**src/rtl/hall98_exec_unit.sv**
```systemverilog
// hall98 execution core: N-entry register file, 3-bit opcode, valid/ready
// instruction handshake, iterative shift-add multiplier, status flags and a
// sticky halt state. Registers are readable through a combinational debug port.
//
// state | meaning
// IDLE  | ready for an instruction; halt_req has priority over op_valid
// EXEC  | single-cycle op latched; write back on the next edge
// MUL   | shift-add multiply, one multiplier bit per cycle, then write back
// HALT  | stopped until reset; all inputs ignored
module hall98_exec_unit #(
  parameter int WIDTH = 8,
  parameter int NREGS = 4,
  localparam int RW = $clog2(NREGS)
) (
  input  logic             iclock,
  input  logic             ireset,
  input  logic             op_valid,
  output logic             op_ready,
  input  logic [2:0]       op,
  input  logic [RW-1:0]    rd,
  input  logic [RW-1:0]    rs,
  input  logic [WIDTH-1:0] imm,
  input  logic             halt_req,
  output logic             done,
  output logic [WIDTH-1:0] result,
  output logic             flag_z,
  output logic             flag_c,
  output logic             halted,
  input  logic [RW-1:0]    dbg_addr,
  output logic [WIDTH-1:0] dbg_data
);

  localparam int CW = $clog2(WIDTH + 1);

  localparam logic [2:0] OP_MOV  = 3'b000;
  localparam logic [2:0] OP_ADD  = 3'b001;
  localparam logic [2:0] OP_SUB  = 3'b010;
  localparam logic [2:0] OP_MUL  = 3'b011;
  localparam logic [2:0] OP_AND  = 3'b100;
  localparam logic [2:0] OP_OR   = 3'b101;
  localparam logic [2:0] OP_XOR  = 3'b110;
  localparam logic [2:0] OP_MOVR = 3'b111;

  typedef enum logic [1:0] {
    S_IDLE = 2'd0,
    S_EXEC = 2'd1,
    S_MUL  = 2'd2,
    S_HALT = 2'd3
  } state_t;

  state_t state_q, state_d;

  logic accept;
  logic wb_en;
  logic mul_step;

  logic [WIDTH-1:0] regs [NREGS];

  logic [2:0]         op_q;
  logic [RW-1:0]      rd_q;
  logic [WIDTH-1:0]   a_q;
  logic [WIDTH-1:0]   b_q;
  logic [WIDTH-1:0]   imm_q;

  logic [2*WIDTH-1:0] acc_q;
  logic [2*WIDTH-1:0] mcand_q;
  logic [WIDTH-1:0]   mplier_q;
  logic [CW-1:0]      cnt_q;

  logic [WIDTH-1:0]   rd_val;
  logic [WIDTH-1:0]   rs_val;
  logic [WIDTH:0]     add_full;
  logic [WIDTH:0]     sub_full;
  logic [WIDTH-1:0]   wb_val;
  logic               wb_c;

  logic               done_q;
  logic [WIDTH-1:0]   result_q;
  logic               flag_z_q;
  logic               flag_c_q;

  // Indices past the end of the file read as zero and never write; only
  // reachable when NREGS is not a power of two.
  function automatic logic idx_ok(input logic [RW-1:0] idx);
    return 32'(idx) < NREGS;
  endfunction

  // Operand and debug reads; out-of-range indices return zero.
  always_comb begin
    rd_val   = idx_ok(rd)       ? regs[rd]       : '0;
    rs_val   = idx_ok(rs)       ? regs[rs]       : '0;
    dbg_data = idx_ok(dbg_addr) ? regs[dbg_addr] : '0;
  end

  // State register.
  always_ff @(posedge iclock or posedge ireset) begin
    if (ireset) state_q <= S_IDLE;
    else        state_q <= state_d;
  end

  // Next-state and control strobes.
  always_comb begin
    state_d  = state_q;
    op_ready = 1'b0;
    halted   = 1'b0;
    accept   = 1'b0;
    wb_en    = 1'b0;
    mul_step = 1'b0;
    case (state_q)
      S_IDLE: begin
        op_ready = 1'b1;
        if (halt_req) begin
          state_d = S_HALT;
        end else if (op_valid) begin
          accept  = 1'b1;
          state_d = (op == OP_MUL) ? S_MUL : S_EXEC;
        end
      end
      S_EXEC: begin
        wb_en   = 1'b1;
        state_d = S_IDLE;
      end
      S_MUL: begin
        // Counter runs WIDTH..1 for the iterations; terminal count 0 is the
        // writeback cycle.
        if (cnt_q == '0) begin
          wb_en   = 1'b1;
          state_d = S_IDLE;
        end else begin
          mul_step = 1'b1;
        end
      end
      S_HALT: begin
        halted = 1'b1;
      end
      default: state_d = S_IDLE;
    endcase
  end

  // Instruction latch: operands are captured at accept so rd==rs is safe.
  always_ff @(posedge iclock or posedge ireset) begin
    if (ireset) begin
      op_q  <= OP_MOV;
      rd_q  <= '0;
      a_q   <= '0;
      b_q   <= '0;
      imm_q <= '0;
    end else if (accept) begin
      op_q  <= op;
      rd_q  <= rd;
      a_q   <= rd_val;
      b_q   <= rs_val;
      imm_q <= imm;
    end
  end

  // Shift-add multiplier: multiplicand shifts left, multiplier shifts right,
  // LSB first, accumulating into a double-width product.
  always_ff @(posedge iclock or posedge ireset) begin
    if (ireset) begin
      acc_q    <= '0;
      mcand_q  <= '0;
      mplier_q <= '0;
      cnt_q    <= '0;
    end else if (accept) begin
      acc_q    <= '0;
      mcand_q  <= {{WIDTH{1'b0}}, rd_val};
      mplier_q <= rs_val;
      cnt_q    <= CW'(WIDTH);
    end else if (mul_step) begin
      if (mplier_q[0]) acc_q <= acc_q + mcand_q;
      mcand_q  <= mcand_q << 1;
      mplier_q <= mplier_q >> 1;
      cnt_q    <= cnt_q - CW'(1);
    end
  end

  // Result and carry selection for the writeback cycle.
  always_comb begin
    add_full = {1'b0, a_q} + {1'b0, b_q};
    sub_full = {1'b0, a_q} - {1'b0, b_q};
    wb_val   = '0;
    wb_c     = 1'b0;
    case (op_q)
      OP_MOV:  wb_val = imm_q;
      OP_ADD: begin
        wb_val = add_full[WIDTH-1:0];
        wb_c   = add_full[WIDTH];
      end
      OP_SUB: begin
        // Borrow out of the extended subtract is exactly B > A.
        wb_val = sub_full[WIDTH-1:0];
        wb_c   = sub_full[WIDTH];
      end
      OP_MUL: begin
        wb_val = acc_q[WIDTH-1:0];
        wb_c   = |acc_q[2*WIDTH-1:WIDTH];
      end
      OP_AND:  wb_val = a_q & b_q;
      OP_OR:   wb_val = a_q | b_q;
      OP_XOR:  wb_val = a_q ^ b_q;
      OP_MOVR: wb_val = b_q;
      default: wb_val = '0;
    endcase
  end

  // Register file write port.
  always_ff @(posedge iclock or posedge ireset) begin
    if (ireset) begin
      for (int i = 0; i < NREGS; i++) regs[i] <= '0;
    end else if (wb_en && idx_ok(rd_q)) begin
      regs[rd_q] <= wb_val;
    end
  end

  // Status outputs: done pulses at writeback, result and flags hold until the next one.
  always_ff @(posedge iclock or posedge ireset) begin
    if (ireset) begin
      done_q   <= 1'b0;
      result_q <= '0;
      flag_z_q <= 1'b0;
      flag_c_q <= 1'b0;
    end else begin
      done_q <= wb_en;
      if (wb_en) begin
        result_q <= wb_val;
        flag_z_q <= (wb_val == '0);
        flag_c_q <= wb_c;
      end
    end
  end

  assign done   = done_q;
  assign result = result_q;
  assign flag_z = flag_z_q;
  assign flag_c = flag_c_q;

endmodule

```
**config.mk**
```make
export PLATFORM = sky130hd
export DESIGN_NAME = hall98_exec_unit
export DESIGN_NICKNAME = d
export VERILOG_FILES = /design/src/rtl/hall98_exec_unit.sv
export SDC_FILE = /design/constraint.sdc
export NUM_CORES = 1
export LEC_CHECK = 0
export CAP_MARGIN = 20
export CORE_MARGIN = 1
export CORE_UTILIZATION = 57
export DETAILED_ROUTE_END_ITERATION = 6
export PLACE_DENSITY = 0.74
export SLEW_MARGIN = 30
export SYNTH_ARGS = -nofsm -noshare
export SYNTH_HDL_FRONTEND = slang
export SYNTH_SLANG_ARGS = --single-unit
```
**constraint.sdc**
```tcl
create_clock -name iclock -period 9.1 [get_ports iclock]
set_input_delay 1.82 -clock iclock [delete_from_list [all_inputs] [get_ports iclock]]
set_output_delay 1.82 -clock iclock [all_outputs]
set_load 0.01 [all_outputs]
```
==> flow_summary_export.csv <==
group,metric,value,unit
run_status,status,"complete, no violations",
power,ir_drop,0.210,mV
sta,drv_slew,0,
setup_path,crit_buf_inv,2,
synth,synth_edf_count,0,
synth,yosys.area.top_type,"dfrtp_1",
setup_path,max_stage_delay,0.80,ns
sta,worst_slew_pin_slew,0.780,ns
hold_path,hold_path_depth,2,
sta,period_needed,5.53,ns
synth,synth-simple-area-share,15.1,%
clock_tree,cts.sink_count,118,
synth,synth_area_per_cell,9.47,um2
finish,layout-drive-gt1-share,11.5,%
finish,layoutNonFillerInstCount,983,
setup_path,r2r-start,"b_q[0]",
sta,fin_crit_sh,60.7,%
hold_path,hold_path.class,"reg2reg",
clock_tree,post_cts_resized,0,
synth,synth_adder_area_share,8.34,%
hold_path,hold_start,"result[6]",
setup_path,end_kind,"output port",
setup_path,path_delay_family,"buffers and inverters",
sta,setup_viol_count_final,0,
job,max_cap_viol_count,0,
setup_path,crit_path_cell_trace,"clkdlybuf4s50_1 -> mux4_2 -> clkdlybuf4s50_1",
place,gp_congestion,0.942,
synth,synth_xor_area_share,1.44,%
grt,grt_pass1_wl,30.5,mm
drt,drtIter0Drc,415,
grt,grt_max_degree,85,
synth,synth_area,7320,um2
clock_tree,cts_made_buffers,17,
setup_path,regToRegSetupSlack,5.90,ns
place,portBuffers,41,
sta,skew,0.00924,ns
place,dpl_worst_slack,3.56,ns
place,dp_hpwl,13.3,mm
power,power_density,380,nW/um2
grt,grt_overflow,0,
floorplan,die-area,13300,um2
floorplan,pin_count,42,
synth,ys_types,65,
sta,hold_violations,0,
setup_path,cp_data_required_time,7.28,ns
synth,synthArstFlopShare,100,%
floorplan,start_util,58.2,%
grt,grt_usage,30.8,%
sta,setup_tns,0,ns
floorplan,die_w,115,um
setup_path,start_kind,"primary input",
floorplan,die_y,115,um
synth,ys_warn_count,0,
drt,routedWlPerCell,19.2,um
drt,drc_errors,0,
sta,worst_slack,3.57,ns
synth,ys_ff_latch,118,
clock_tree,cts_hold_buffers,0,
synth,synth_compound_area_share,16.5,%
drt,drtPass1Iterations,5,
drt,detail_route.vias_per_cell,6.03,
power,p_leak,3.75,nW
clock_tree,cts-root-buf,"clkbuf_16",
sta,fmax,181,MHz
synth,synthMuxAreaShare,14.0,%
clock_tree,cts_tree,"yes",
clock_tree,htreeDepth,4,
setup_path,cp_slowest_cell,"clkdlybuf4s50_1",
hold_path,hold_end,"result[6]",
finish,final_nets,865,
setup_path,r2r-end,"flag_z",
sta,slew_headroom,48.0,%
drt,antenna_left,0,
floorplan,rows,41,
clock_tree,path_clk_slew,0.06,ns
setup_path,crit_top_cell,"clkdlybuf4s50_1",
place,placedCellCount,950,
grt,antenna_found_initial,1,
setup_path,arrival,3.71,ns
finish,syn_to_final_growth,15.5,%
power,fin_total_pwr,3.21,mW
synth,synth_ff_type,"dfrtp_1",
setup_path,timing_worst_setup_path_type,"in2out",
setup_path,worstPathMaxFanout,8,
clock_tree,cts_setup_buffers,0,
drt,vias,5931,
drt,wl,18.8,mm
sta,rsz0062_at_grt,"no",
floorplan,core,12600,um2
grt,grt_pass1_vias,5879,
synth,yosys-top-cells-area,"dfrtp_1 40%, mux4_2 8.0%, ha_1 7.5%",
setup_path,r2r_cells,10,
clock_tree,clock_latency,0.43,ns
clock_tree,clock_path_buffers,2,
synth,ys_seq_area_share,40.4,%
synth,synth_fp_nets,841,
synth,synth_top_family_by_area,"compound AO/OA/AOI/OAI gates",
synth,syn_inst,773,
synth,synth_top_area_share,40.4,%
[cell usage in the layout, fill, tap and decap left out, types with 5 or more instances in the layout]
cell type / instances
mux2i_1: 24
a21oi_1: 40
ha_1: 44
dfrtp_1: 117
o21a_1: 6
clkbuf_16: 17
nand2_1: 140
nor3_1: 14
nor2_1: 43
nand2b_1: 10
a211oi_1: 12
mux2_2: 15
o21ai_0: 89
xnor2_1: 5
mux4_2: 26
nor2b_1: 5
xor2_1: 7
nand3_1: 7
inv_1: 38
clkdlybuf4s50_1: 41
a21o_1: 6
o22ai_1: 5
[worst max path at each step]
stage                      startpoint           to  slack, ns  cells past startpoint
after CTS                 dbg_addr[0]  dbg_data[2]       3.54                      3
after global placement    dbg_addr[0]  dbg_data[7]       3.57                      3
after floorplan                ireset       a_q[0]       4.15                      1
final                     dbg_addr[0]  dbg_data[2]       3.57                      3
after global routing      dbg_addr[0]  dbg_data[2]       3.48                      3
after detailed placement  dbg_addr[0]  dbg_data[2]       3.56                      3
[power breakdown]
part           total, mW  internal [mW]  switching, mW
logic               1.53          0.650          0.877
registers          0.988          0.754          0.234
clock network      0.700          0.439          0.261
[routing by layer]
layer	global-route usage, %	up-vias	wire (um)
li1	-	2790	-
met1	39.2	2916	7960
met2	48.8	174	9030
met3	7.70	51	1120
met4	16.1	0	717
met5	0	-	0
[synthesized netlist by cell type (3+ instances only)]
| cell | count |
|---|---|
| a211oi_1 | 12 |
| a21o_1 | 6 |
| a21oi_1 | 40 |
| a31oi_1 | 4 |
| and2_1 | 4 |
| and3_1 | 4 |
| and4_1 | 3 |
| buf_2 | 7 |
| clkbuf_1 | 30 |
| dfrtp_1 | 118 |
| fa_1 | 3 |
| ha_1 | 44 |
| inv_1 | 39 |
| mux2_2 | 15 |
| mux2i_1 | 24 |
| mux4_2 | 26 |
| nand2_1 | 140 |
| nand2b_1 | 10 |
| nand3_1 | 7 |
| nand3b_1 | 3 |
| nor2_1 | 44 |
| nor2b_1 | 5 |
| nor3_1 | 15 |
| nor4_1 | 4 |
| o211ai_1 | 4 |
| o21a_1 | 6 |
| o21ai_0 | 89 |
| o21bai_1 | 4 |
| o22ai_1 | 5 |
| o31ai_1 | 4 |
| xnor2_1 | 5 |
| xor2_1 | 7 |
[per-stage QoR]
step           hold slack [ns]  util, %  instance area (um2)
6_report                 0.486     67.2                 8450
5_1_grt                  0.515     67.2                 8450
4_1_cts                  0.486     67.2                 8440
3_5_place_dp             0.472     62.3                 7830
3_3_place_gp             0.464     62.3                 7830
2_1_floorplan            0.441        -                 7320
[cell families after synthesis]
| kind of cell | count (synthesis) |
|---|---|
| adders and majority gates | 47 |
| AOI/OAI and AO/OA | 197 |
| and+or+nand+nor | 251 |
| buffers and inverters | 82 |
| xor gates and xnor gates | 12 |
| muxes | 66 |
| DFF | 118 |
[flip-flops by register name (all words and copies together), names as in the netlist]
name / cells
mplier_q: 8
result: 8
cnt_q: 4
done: 1
rd_q: 2
b_q: 8
flag_z: 1
imm_q: 8
acc_q: 16
op_q: 3
flag_c: 1
regs: 32
a_q: 8
state_q: 2
mcand_q: 16
[area by class of cell]
type                    count  area, um2
fillers                   979       4120
multi-input cells         573       4060
flip-flops and latches    118       2950
repair buffers             46        452
clock buffers              18        439
well taps                 172        215
clock inverters            14        174
inverters                  41        156
diodes                      1       2.50
[worst reg2reg max path, stage by stage (launching register included)]
cell and delay (ns):
dfrtp_1 0.40, ha_1 0.26, inv_1 0.07, fa_1 0.42, nand2b_1 0.19, a211oi_1 0.42, o21a_1 0.19, o311ai_0 0.12
o221ai_1 0.61, nand4_1 0.19, o41ai_2 0.24
Note: power is estimated with default switching activity, not from simulation.
